===== src/rtl/ov7670_capture.sv =====
// OV7670 capture: synchronises the camera bus into clk, assembles 2-byte pixels, decimates and writes the frame buffer.
// Define OV7670_CAP_TESTPAT_EN to replace camera pixel data with a coordinate test pattern (timing unchanged).
module ov7670_capture #(
  parameter int c_cam_cols    = 160,
  parameter int c_cam_rows    = 120,
  parameter int c_scale       = 2,
  parameter int c_img_cols    = c_cam_cols / c_scale,
  parameter int c_img_rows    = c_cam_rows / c_scale,
  parameter int c_img_pxls    = c_img_cols * c_img_rows,
  parameter int c_nb_img_pxls = 13,
  parameter int c_nb_buf      = 12
) (
  input  logic                     clk,
  input  logic                     rst,
  input  logic                     ov7670_pclk,
  input  logic                     ov7670_href,
  input  logic                     ov7670_vsync,
  input  logic [7:0]               ov7670_d,
  input  logic                     rgbmode,
  output logic                     frame_we,
  output logic [c_nb_img_pxls-1:0] frame_addr,
  output logic [c_nb_buf-1:0]      frame_pixel,
  output logic                     frame_done
);

  localparam int c_nb_col = $clog2(c_cam_cols);
  localparam int c_nb_row = $clog2(c_cam_rows);

  typedef enum logic [1:0] {IDLE, VBLANK, ACTIVE} state_t;

  state_t state_q, state_d;

  logic       pclk_s1_q, pclk_s2_q, pclk_prev_q;
  logic       href_s1_q, href_s2_q, href_prev_q;
  logic       vsync_s1_q, vsync_s2_q;
  logic [7:0] d_s1_q, d_s2_q;

  logic [c_nb_col-1:0]      cam_col_q, cam_col_d;
  logic [c_nb_row-1:0]      cam_row_q, cam_row_d;
  logic                     phase_q, phase_d;
  logic [7:0]               hold_q, hold_d;
  logic                     full_q, full_d;
  logic                     frame_we_q, frame_we_d;
  logic [c_nb_img_pxls-1:0] frame_addr_q, frame_addr_d;
  logic [c_nb_buf-1:0]      frame_pixel_q, frame_pixel_d;
  logic                     frame_done_q, frame_done_d;

  logic                pclk_edge;
  logic                href_fall;
  logic                keep;
  logic [c_nb_buf-1:0] pixel_new;

  assign pclk_edge = pclk_s2_q & ~pclk_prev_q;
  assign href_fall = href_prev_q & ~href_s2_q;
  assign keep      = ((int'(cam_col_q) % c_scale) == 0) && ((int'(cam_row_q) % c_scale) == 0);

`ifdef OV7670_CAP_TESTPAT_EN
  logic [c_nb_col-1:0] img_col;
  logic [c_nb_row-1:0] img_row;
  assign img_col   = c_nb_col'(int'(cam_col_q) / c_scale);
  assign img_row   = c_nb_row'(int'(cam_row_q) / c_scale);
  assign pixel_new = {img_col[3:0], img_row[3:0], 4'hF};
`else
  // YUYV sends Y first, so in gray mode the held byte is the luma
  assign pixel_new = rgbmode ? {hold_q[3:0], d_s2_q} : {4'h0, hold_q};
`endif

  always_comb begin
    state_d       = state_q;
    cam_col_d     = cam_col_q;
    cam_row_d     = cam_row_q;
    phase_d       = phase_q;
    hold_d        = hold_q;
    full_d        = full_q;
    frame_we_d    = 1'b0;
    frame_addr_d  = frame_addr_q;
    frame_pixel_d = frame_pixel_q;
    frame_done_d  = 1'b0;

    // Address advances after each write; the last buffer slot latches full instead of wrapping
    if (frame_we_q) begin
      if (frame_addr_q == c_nb_img_pxls'(c_img_pxls - 1)) begin
        full_d = 1'b1;
      end else begin
        frame_addr_d = frame_addr_q + 1'b1;
      end
    end

    case (state_q)
      IDLE: begin
        if (vsync_s2_q) begin
          state_d = VBLANK;
        end
      end
      VBLANK: begin
        if (!vsync_s2_q) begin
          state_d      = ACTIVE;
          cam_col_d    = '0;
          cam_row_d    = '0;
          phase_d      = 1'b0;
          full_d       = 1'b0;
          frame_addr_d = '0;
        end
      end
      ACTIVE: begin
        if (vsync_s2_q) begin
          state_d      = VBLANK;
          frame_done_d = 1'b1;
        end else if (href_fall) begin
          cam_col_d = '0;
          phase_d   = 1'b0;
          if (cam_row_q < c_nb_row'(c_cam_rows - 1)) begin
            cam_row_d = cam_row_q + 1'b1;
          end
        end else if (pclk_edge && href_s2_q) begin
          if (!phase_q) begin
            hold_d  = d_s2_q;
            phase_d = 1'b1;
          end else begin
            phase_d = 1'b0;
            if (keep && !full_q) begin
              frame_we_d    = 1'b1;
              frame_pixel_d = pixel_new;
            end
            if (cam_col_q < c_nb_col'(c_cam_cols - 1)) begin
              cam_col_d = cam_col_q + 1'b1;
            end
          end
        end
      end
      default: state_d = IDLE;
    endcase
  end

  always_ff @(posedge clk or posedge rst) begin
    if (rst) begin
      pclk_s1_q     <= 1'b0;
      pclk_s2_q     <= 1'b0;
      pclk_prev_q   <= 1'b0;
      href_s1_q     <= 1'b0;
      href_s2_q     <= 1'b0;
      href_prev_q   <= 1'b0;
      vsync_s1_q    <= 1'b0;
      vsync_s2_q    <= 1'b0;
      d_s1_q        <= '0;
      d_s2_q        <= '0;
      state_q       <= IDLE;
      cam_col_q     <= '0;
      cam_row_q     <= '0;
      phase_q       <= 1'b0;
      hold_q        <= '0;
      full_q        <= 1'b0;
      frame_we_q    <= 1'b0;
      frame_addr_q  <= '0;
      frame_pixel_q <= '0;
      frame_done_q  <= 1'b0;
    end else begin
      pclk_s1_q     <= ov7670_pclk;
      pclk_s2_q     <= pclk_s1_q;
      pclk_prev_q   <= pclk_s2_q;
      href_s1_q     <= ov7670_href;
      href_s2_q     <= href_s1_q;
      href_prev_q   <= href_s2_q;
      vsync_s1_q    <= ov7670_vsync;
      vsync_s2_q    <= vsync_s1_q;
      d_s1_q        <= ov7670_d;
      d_s2_q        <= d_s1_q;
      state_q       <= state_d;
      cam_col_q     <= cam_col_d;
      cam_row_q     <= cam_row_d;
      phase_q       <= phase_d;
      hold_q        <= hold_d;
      full_q        <= full_d;
      frame_we_q    <= frame_we_d;
      frame_addr_q  <= frame_addr_d;
      frame_pixel_q <= frame_pixel_d;
      frame_done_q  <= frame_done_d;
    end
  end

  assign frame_we    = frame_we_q;
  assign frame_addr  = frame_addr_q;
  assign frame_pixel = frame_pixel_q;
  assign frame_done  = frame_done_q;

endmodule


===== config.mk =====
export PLATFORM = sky130hd
export DESIGN_NAME = ov7670_capture
export DESIGN_NICKNAME = d
export VERILOG_FILES = /design/src/rtl/ov7670_capture.sv
export SDC_FILE = /design/constraint.sdc
export NUM_CORES = 1
export LEC_CHECK = 0
export CAP_MARGIN = 20
export CORE_AREA = 2 2 119 121
export CTS_CLUSTER_DIAMETER = 150
export DETAILED_ROUTE_END_ITERATION = 16
export DIE_AREA = 0 0 121 123
export PLACE_DENSITY = 0.39
export SYNTH_ARGS = -nofsm -noshare
export SYNTH_HDL_FRONTEND = slang
export SYNTH_SLANG_ARGS = --single-unit

===== constraint.sdc =====
create_clock -name clk -period 6.9 [get_ports clk]
set_input_delay 0.69 -clock clk [delete_from_list [all_inputs] [get_ports clk]]
set_output_delay 0.69 -clock clk [all_outputs]
set_load 0.01 [all_outputs]

==> flow_summary_export.csv, run 1 <==
group,metric,value,unit
sta,rsz0062_at_grt,"no",
synthesis,netlist_area,3330,um^2
power_and_ir_drop,clockPowerShare,0.485,
synthesis,yosysTopAreaCellShare,0.587,
critical_path,cp_slowest_stage_delay,0.61,ns
critical_path,worstPathRequired,7.11,ns
detailed_routing,drt_iter0_drc,96,
critical_path,regToRegSetupSlack,4.73,ns
power_and_ir_drop,ir_drop,0.000133,V
synthesis,ys_seq_area_frac,0.587,
sta,fin_crit_sh,0.314,
power_and_ir_drop,switching_share,0.222,
global_route,grt_pass1_wl,11900,um
die,num_io_pins,41,
synthesis,yosysWarnings,0,
sta,relSlewSlack,0.297,
cts,cts.clk_slew.worst_paths,0.06,ns
sta,fin_worst_skew,0.00502,ns
power_and_ir_drop,combPwrFrac,0.060,
critical_path,slowest_stage,"nand3_1",
sta,max_freq,462,MHz
global_route,grt-busiest-layer,"met2",
sta,tightest_slew,1.05,ns
layout,area_growth_syn_to_layout,29.5,%
detailed_routing,wl_per_cell,13.6,um
critical_path,crit_type,"reg2reg",
layout,diodes,0,
die,core.rowCount,43,
global_route,overflow,0,
hold_path,hold_path_class,"reg2reg",
critical_path,startpoint_type,"flip-flop",
sta,finalSetupTns,0,ns
layout,drive_gt1_frac,0.156,
cts,holdBufCountCts,0,
synthesis,synth_top_area_cell,"dfrtp_1",
cts,cts_sinks,78,
critical_path,end_kind,"flip-flop",
synthesis,synth_ff_type,"dfrtp_1",
power_and_ir_drop,internal_power,835,uW
die,core,13600,um^2
power_and_ir_drop,pwr-share-seq,0.455,
synthesis,syn_nets,297,
sta,period_minus_slack,2.17,ns
global_route,antenna_found_initial,0,
detailed_routing,vias,2270,
cts,cts-root-buf,"clkbuf_16",
global_route,first_global_vias,2355,
synthesis,ys_ff_latch,78,
outcome,status,"completed",
critical_path,cp.arrival,2.38,ns
cts,tritoncts,"done",
detailed_routing,routed_wl,6990,um
global_route,grt_util_met2,0.157,
detailed_routing,drt_first_pass_iters,4,
cts,cts_buffer_depth,2,
synthesis,synthArstFlopShare,1.00,
critical_path,path_buf_inv,0,
global_route,grt_max_degree,79,
layout,final_nets,346,
cts,htreeDepth,3,
sta,hold_viol_final,0,
global_route,met1_usage,0.135,
global_route,grt_util_met3,0.0314,
detailed_routing,drc,0,
placed_design,gp_congestion,0.728,
cts,cts_buffers,9,
sta,hold-worst-slack,0.346,ns
placed_design,dp_hpwl,4690,um
cts,cts_resized,0,
die,die_w,121,um
synthesis,avgSynthCellArea,11.9,um^2
placed_design,portBuffers,40,
power_and_ir_drop,power.switching,238,uW
detailed_routing,ant_nets,0,
synthesis,yosysUniqueCellTypes,54,
flow_run,drv_cap,0,
critical_path,worst-path-max-fanout,13,
power_and_ir_drop,finalPower,1.07,mW
synthesis,synthCells,280,
die,die_y,123,um
die,die-area,14900,um^2
detailed_routing,avgViaCountPerCell,4.42,
sta,slew_violations,0,
critical_path,path_delay_family,"simple AND/OR/NAND/NOR gates",
power_and_ir_drop,leakage,1.88,nW
power_and_ir_drop,p_per_area,249,nW/um^2
cts,clk_latency,0.33,ns
synthesis,synthTopCellsByArea,"dfrtp_1 (59%), mux2_2 (8.1%), nand2_1 (2.9%), mux2i_1 (2.7%), nor2_1 (2.3%)",
critical_path,path_cells,"nand2b_1 -> nor3_2 -> nand3_1 -> mux2_2",
sta,finalSetupViolations,0,
global_route,grt_usage,0.103,
synthesis,synth_edf_count,0,
cts,cts_setup_buffers,0,
die,start_util,0.244,
[Yosys cell counts, types with 4 or more instances]
| cell type | number |
|---|---|
| and3_1 | 4 |
| o211ai_1 | 4 |
| a21oi_1 | 9 |
| nand3_1 | 11 |
| mux2i_1 | 9 |
| nor2_1 | 20 |
| dfrtp_1 | 78 |
| nand2b_1 | 7 |
| o21ai_0 | 4 |
| nand4_1 | 5 |
| a31oi_1 | 5 |
| mux2_2 | 24 |
| nand2_1 | 26 |
| inv_1 | 13 |
[metal layers]
metal  routed length [um]  share of wire  up-vias
met4                  137          0.020        0
met1                 3430           0.49     1103
met5                    0              0        -
met2                 3140           0.45       47
met3                  284          0.041       11
li1                     -              -     1109
[power by group through the flow]
stage	logic (mW)	clock network (mW)	registers [mW]
global placement	0.0642	0	0.497
finish	0.0641	0.520	0.488
floorplan	0.0434	0	0.493
CTS	0.0644	0.540	0.489
detailed placement	0.0647	0	0.497
global route	0.0724	0.560	0.492
[stage by stage]
stage | setup slack, ns | cells | utilization | area [um^2]
floorplan | 4.21 | 280 | - | 3330
global placement | 4.59 | 497 | 0.290 | 3950
detailed placement | 4.55 | 497 | 0.290 | 3950
CTS | 4.67 | 513 | 0.315 | 4280
global route | 4.53 | 514 | 0.317 | 4310
finish | 4.73 | 514 | 0.317 | 4310
[worst paths after layout]
path                                  end        from  depth (start not counted)
setup / recovery           frame_pixel[7]  state_q[0]                          4
hold / removal                 vsync_s2_q  vsync_s1_q                          0
setup reg to reg           frame_pixel[7]  state_q[0]                          4
hold reg to reg                vsync_s2_q  vsync_s1_q                          0
max in group asynchronous    cam_col_q[5]         rst                          4
min in group asynchronous   frame_addr[0]         rst                          3
[area by class of cell]
cell class,instances,area [um^2]
timing repair buffer,43,443
inverter,14,53.8
clock inverter,6,93.8
sequential,78,1950
fill,1383,9300
clock buffer,10,239
multi-input combinational,183,1300
tap,180,225
[state kept, by name, summed over array words and instances, names as in the netlist, 2 cells and up]
signal	count
frame_pixel	12
hold_q	8
d_s1_q	8
state_q	2
cam_col_q	8
cam_row_q	7
frame_addr	13
d_s2_q	8
[kinds of logic after synthesis]
family                     share of synthesized area
and+or+nand+nor                                0.166
DFF                                            0.587
muxes                                          0.112
xor gates and xnor gates                      0.0158
buffers and inverters                         0.0218
adders and majority gates                     0.0113
AOI/OAI and AO/OA                             0.0865
[placed cells by master, fill, tap and decap left out, types with 4 or more instances in the layout]
master           count
dfrtp_1             78
clkdlybuf4s50_1     40
nand2_1             26
mux2_2              24
nor2_1              20
inv_1               12
nand3_1             11
mux2i_1              9
a21oi_1              9
clkbuf_16            9
nand2b_1             7
nand4_1              5
a31oi_1              5
o21ai_0              4
o211ai_1             4
and3_1               4
[worst reg2reg max path: stages, from the launching register on]
cell,delay [ns]
dfrtp_1,0.42
nand2b_1,0.24
nor3_2,0.27
nand3_1,0.61
mux2_2,0.51
(Power assumes the default switching activity.)
==> inputs of run 2 (changes only) <==
- PLACE_DENSITY: 0.39 -> 0.4
- clock period: 6.9 -> 1.8 ns (I/O delays scaled with it)
==> flow_summary_export.csv, run 2 (same netlist as run 1, synthesis figures left out) <==
group,metric,value,unit
detailed_routing,drc,0,
die,start_util,0.244,
sta,max_freq,603,MHz
detailed_routing,vias,2339,
layout,largest_reg_flops,13,
cts,holdBufCountCts,0,
die,die_w,121,um
layout,drive_gt1_frac,0.198,
sta,slew_violations,0,
power_and_ir_drop,ir_drop,0.000409,V
sta,rsz0062_at_grt,"no",
detailed_routing,drt_iter0_drc,84,
global_route,grt_usage,0.101,
cts,cts-root-buf,"clkbuf_16",
cts,cts_setup_buffers,0,
global_route,first_global_vias,2333,
sta,period_minus_slack,1.66,ns
global_route,grt_pass1_wl,11600,um
critical_path,end_kind,"flip-flop",
critical_path,cp.arrival,1.93,ns
sta,hold_viol_final,0,
global_route,overflow,0,
detailed_routing,routed_wl,6930,um
layout,layout_common_cells,"dfrtp_1 (78), clkdlybuf4s50_1 (40), nand2_1 (26)",
critical_path,startpoint_type,"flip-flop",
placed_design,dp_hpwl,4700,um
global_route,grt_max_degree,79,
placed_design,gp_congestion,0.772,
layout,area_growth_syn_to_layout,34.4,%
sta,finalSetupViolations,0,
cts,cts.clk_slew.worst_paths,0.06,ns
layout,layout_commonest_cell,"dfrtp_1",
critical_path,worstPathRequired,2.07,ns
global_route,antenna_found_initial,0,
outcome,status,"completed",
cts,clk_latency,0.34,ns
cts,cts_buffers,9,
critical_path,regToRegSetupSlack,0.14,ns
cts,cts_sinks,78,
die,core,13600,um^2
detailed_routing,avgViaCountPerCell,4.42,
hold_path,whs_path_depth,1,
hold_path,min_to,"d_s1_q[1]",
cts,tritoncts,"done",
die,die_y,123,um
critical_path,crit_type,"reg2reg",
layout,final_nets,361,
layout,fin_area,4470,um^2
sta,tightest_slew,0.438,ns
critical_path,worstReg2RegStart,"state_q[0]",
die,num_io_pins,41,
power_and_ir_drop,leakage,1.97,nW
sta,setup_ws,0.141,ns
placed_design,place_area,4130,um^2
critical_path,worst-path-max-fanout,6,
cts,htreeDepth,3,
layout,diodes,0,
hold_path,hold_path_class,"in2reg",
detailed_routing,wl_per_cell,13.1,um
sta,relSlewSlack,0.708,
cts,cts_buffer_depth,2,
placed_design,portBuffers,40,
placed_design,dp_slack,0.107,ns
power_and_ir_drop,p_per_area,949,nW/um^2
sta,finalSetupTns,0,ns
detailed_routing,drt_first_pass_iters,4,
flow_run,drv_cap,0,
sta,fin_crit_sh,0.922,
sta,fin_worst_skew,0.00742,ns
critical_path,rr_endpoint,"cam_col_q[3]",
die,core.rowCount,43,
detailed_routing,ant_nets,0,
die,die-area,14900,um^2
critical_path,r2r_cells,5,
hold_path,hp-start,"ov7670_d[1]",
==> run 2: cell count changes in the layout (fill, tap and decap cells not counted) <==
cell	before	now
buf_4	2	14
buf_12	0	4
and2b_1	1	0
and2b_2	0	1
buf_16	1	0
bufinv_16	2	3
clkbuf_8	1	0
clkinv_4	2	1
clkinvlp_4	1	2
nor3b_1	1	0
nor3b_2	0	1
==> run 2: routing by layer <==
layer | vias to the layer above | global-route usage | share of wire
met5 | - | 0 | 0
met4 | 0 | 0.0589 | 0.024
met3 | 13 | 0.0268 | 0.038
met2 | 41 | 0.151 | 0.45
met1 | 1147 | 0.133 | 0.49
li1 | 1138 | - | -
==> run 2: worst max-delay path, cell delays in order, from the launching register on <==
cell and delay, ns:
dfrtp_1 0.42, and2b_2 0.28, nand3_2 0.12, buf_4 0.17, or4_1 0.50, nand3_1 0.10
==> run 2: per-stage QoR <==
| stage | total power [mW] | util | hold slack (ns) | cells |
|---|---|---|---|---|
| after global routing | 4.44 | 0.329 | 0.260 | 529 |
| final | 4.24 | 0.329 | 0.273 | 529 |
| after global placement | 2.18 | 0.303 | 0.331 | 513 |
| after floorplan | 2.06 | - | 0.211 | 280 |
| after detailed placement | 2.18 | 0.303 | 0.335 | 513 |
| after CTS | 4.33 | 0.329 | 0.256 | 529 |
==> run 2: what timing repair did <==
| item | in CTS | in global routing |
|---|---|---|
| gates resized for setup | 0 | 1 |
| endpoints found under the hold margin | 0 | 0 |
| endpoints found under the setup margin | 0 | 1 |
==> run 2: report_power, final <==
group / internal, mW / total, mW / switching (mW)
logic: 0.135 / 0.272 / 0.137
registers: 1.82 / 1.87 / 0.0481
clock network: 1.36 / 2.10 / 0.742
==> run 2: layout make-up <==
cell class | instances | area (um^2)
multi-input combinational | 183 | 1310
inverter | 14 | 56.3
clock buffer | 9 | 225
sequential | 78 | 1950
fill | 1388 | 9140
clock inverter | 7 | 120
tap | 180 | 225
timing repair buffer | 58 | 586
==> run 2: how the worst max path moves through the flow <==
stage | from | to | slack [ns] | cells past startpoint
floorplan | state_q[0] | hold_q[0] | 0.12 | 4
global placement | state_q[0] | cam_col_q[3] | 0.13 | 5
detailed placement | state_q[0] | cam_col_q[4] | 0.11 | 5
CTS | state_q[0] | cam_col_q[3] | 0.09 | 5
global route | frame_addr[0] | frame_addr[5] | 0.03 | 6
finish | state_q[0] | cam_col_q[3] | 0.14 | 5
==> inputs of run 3 (changes only) <==
- TNS_END_PERCENT: default -> 30
==> results of run 3 <==
No change in the layout: final DEF, timing and power equal those of run 2.
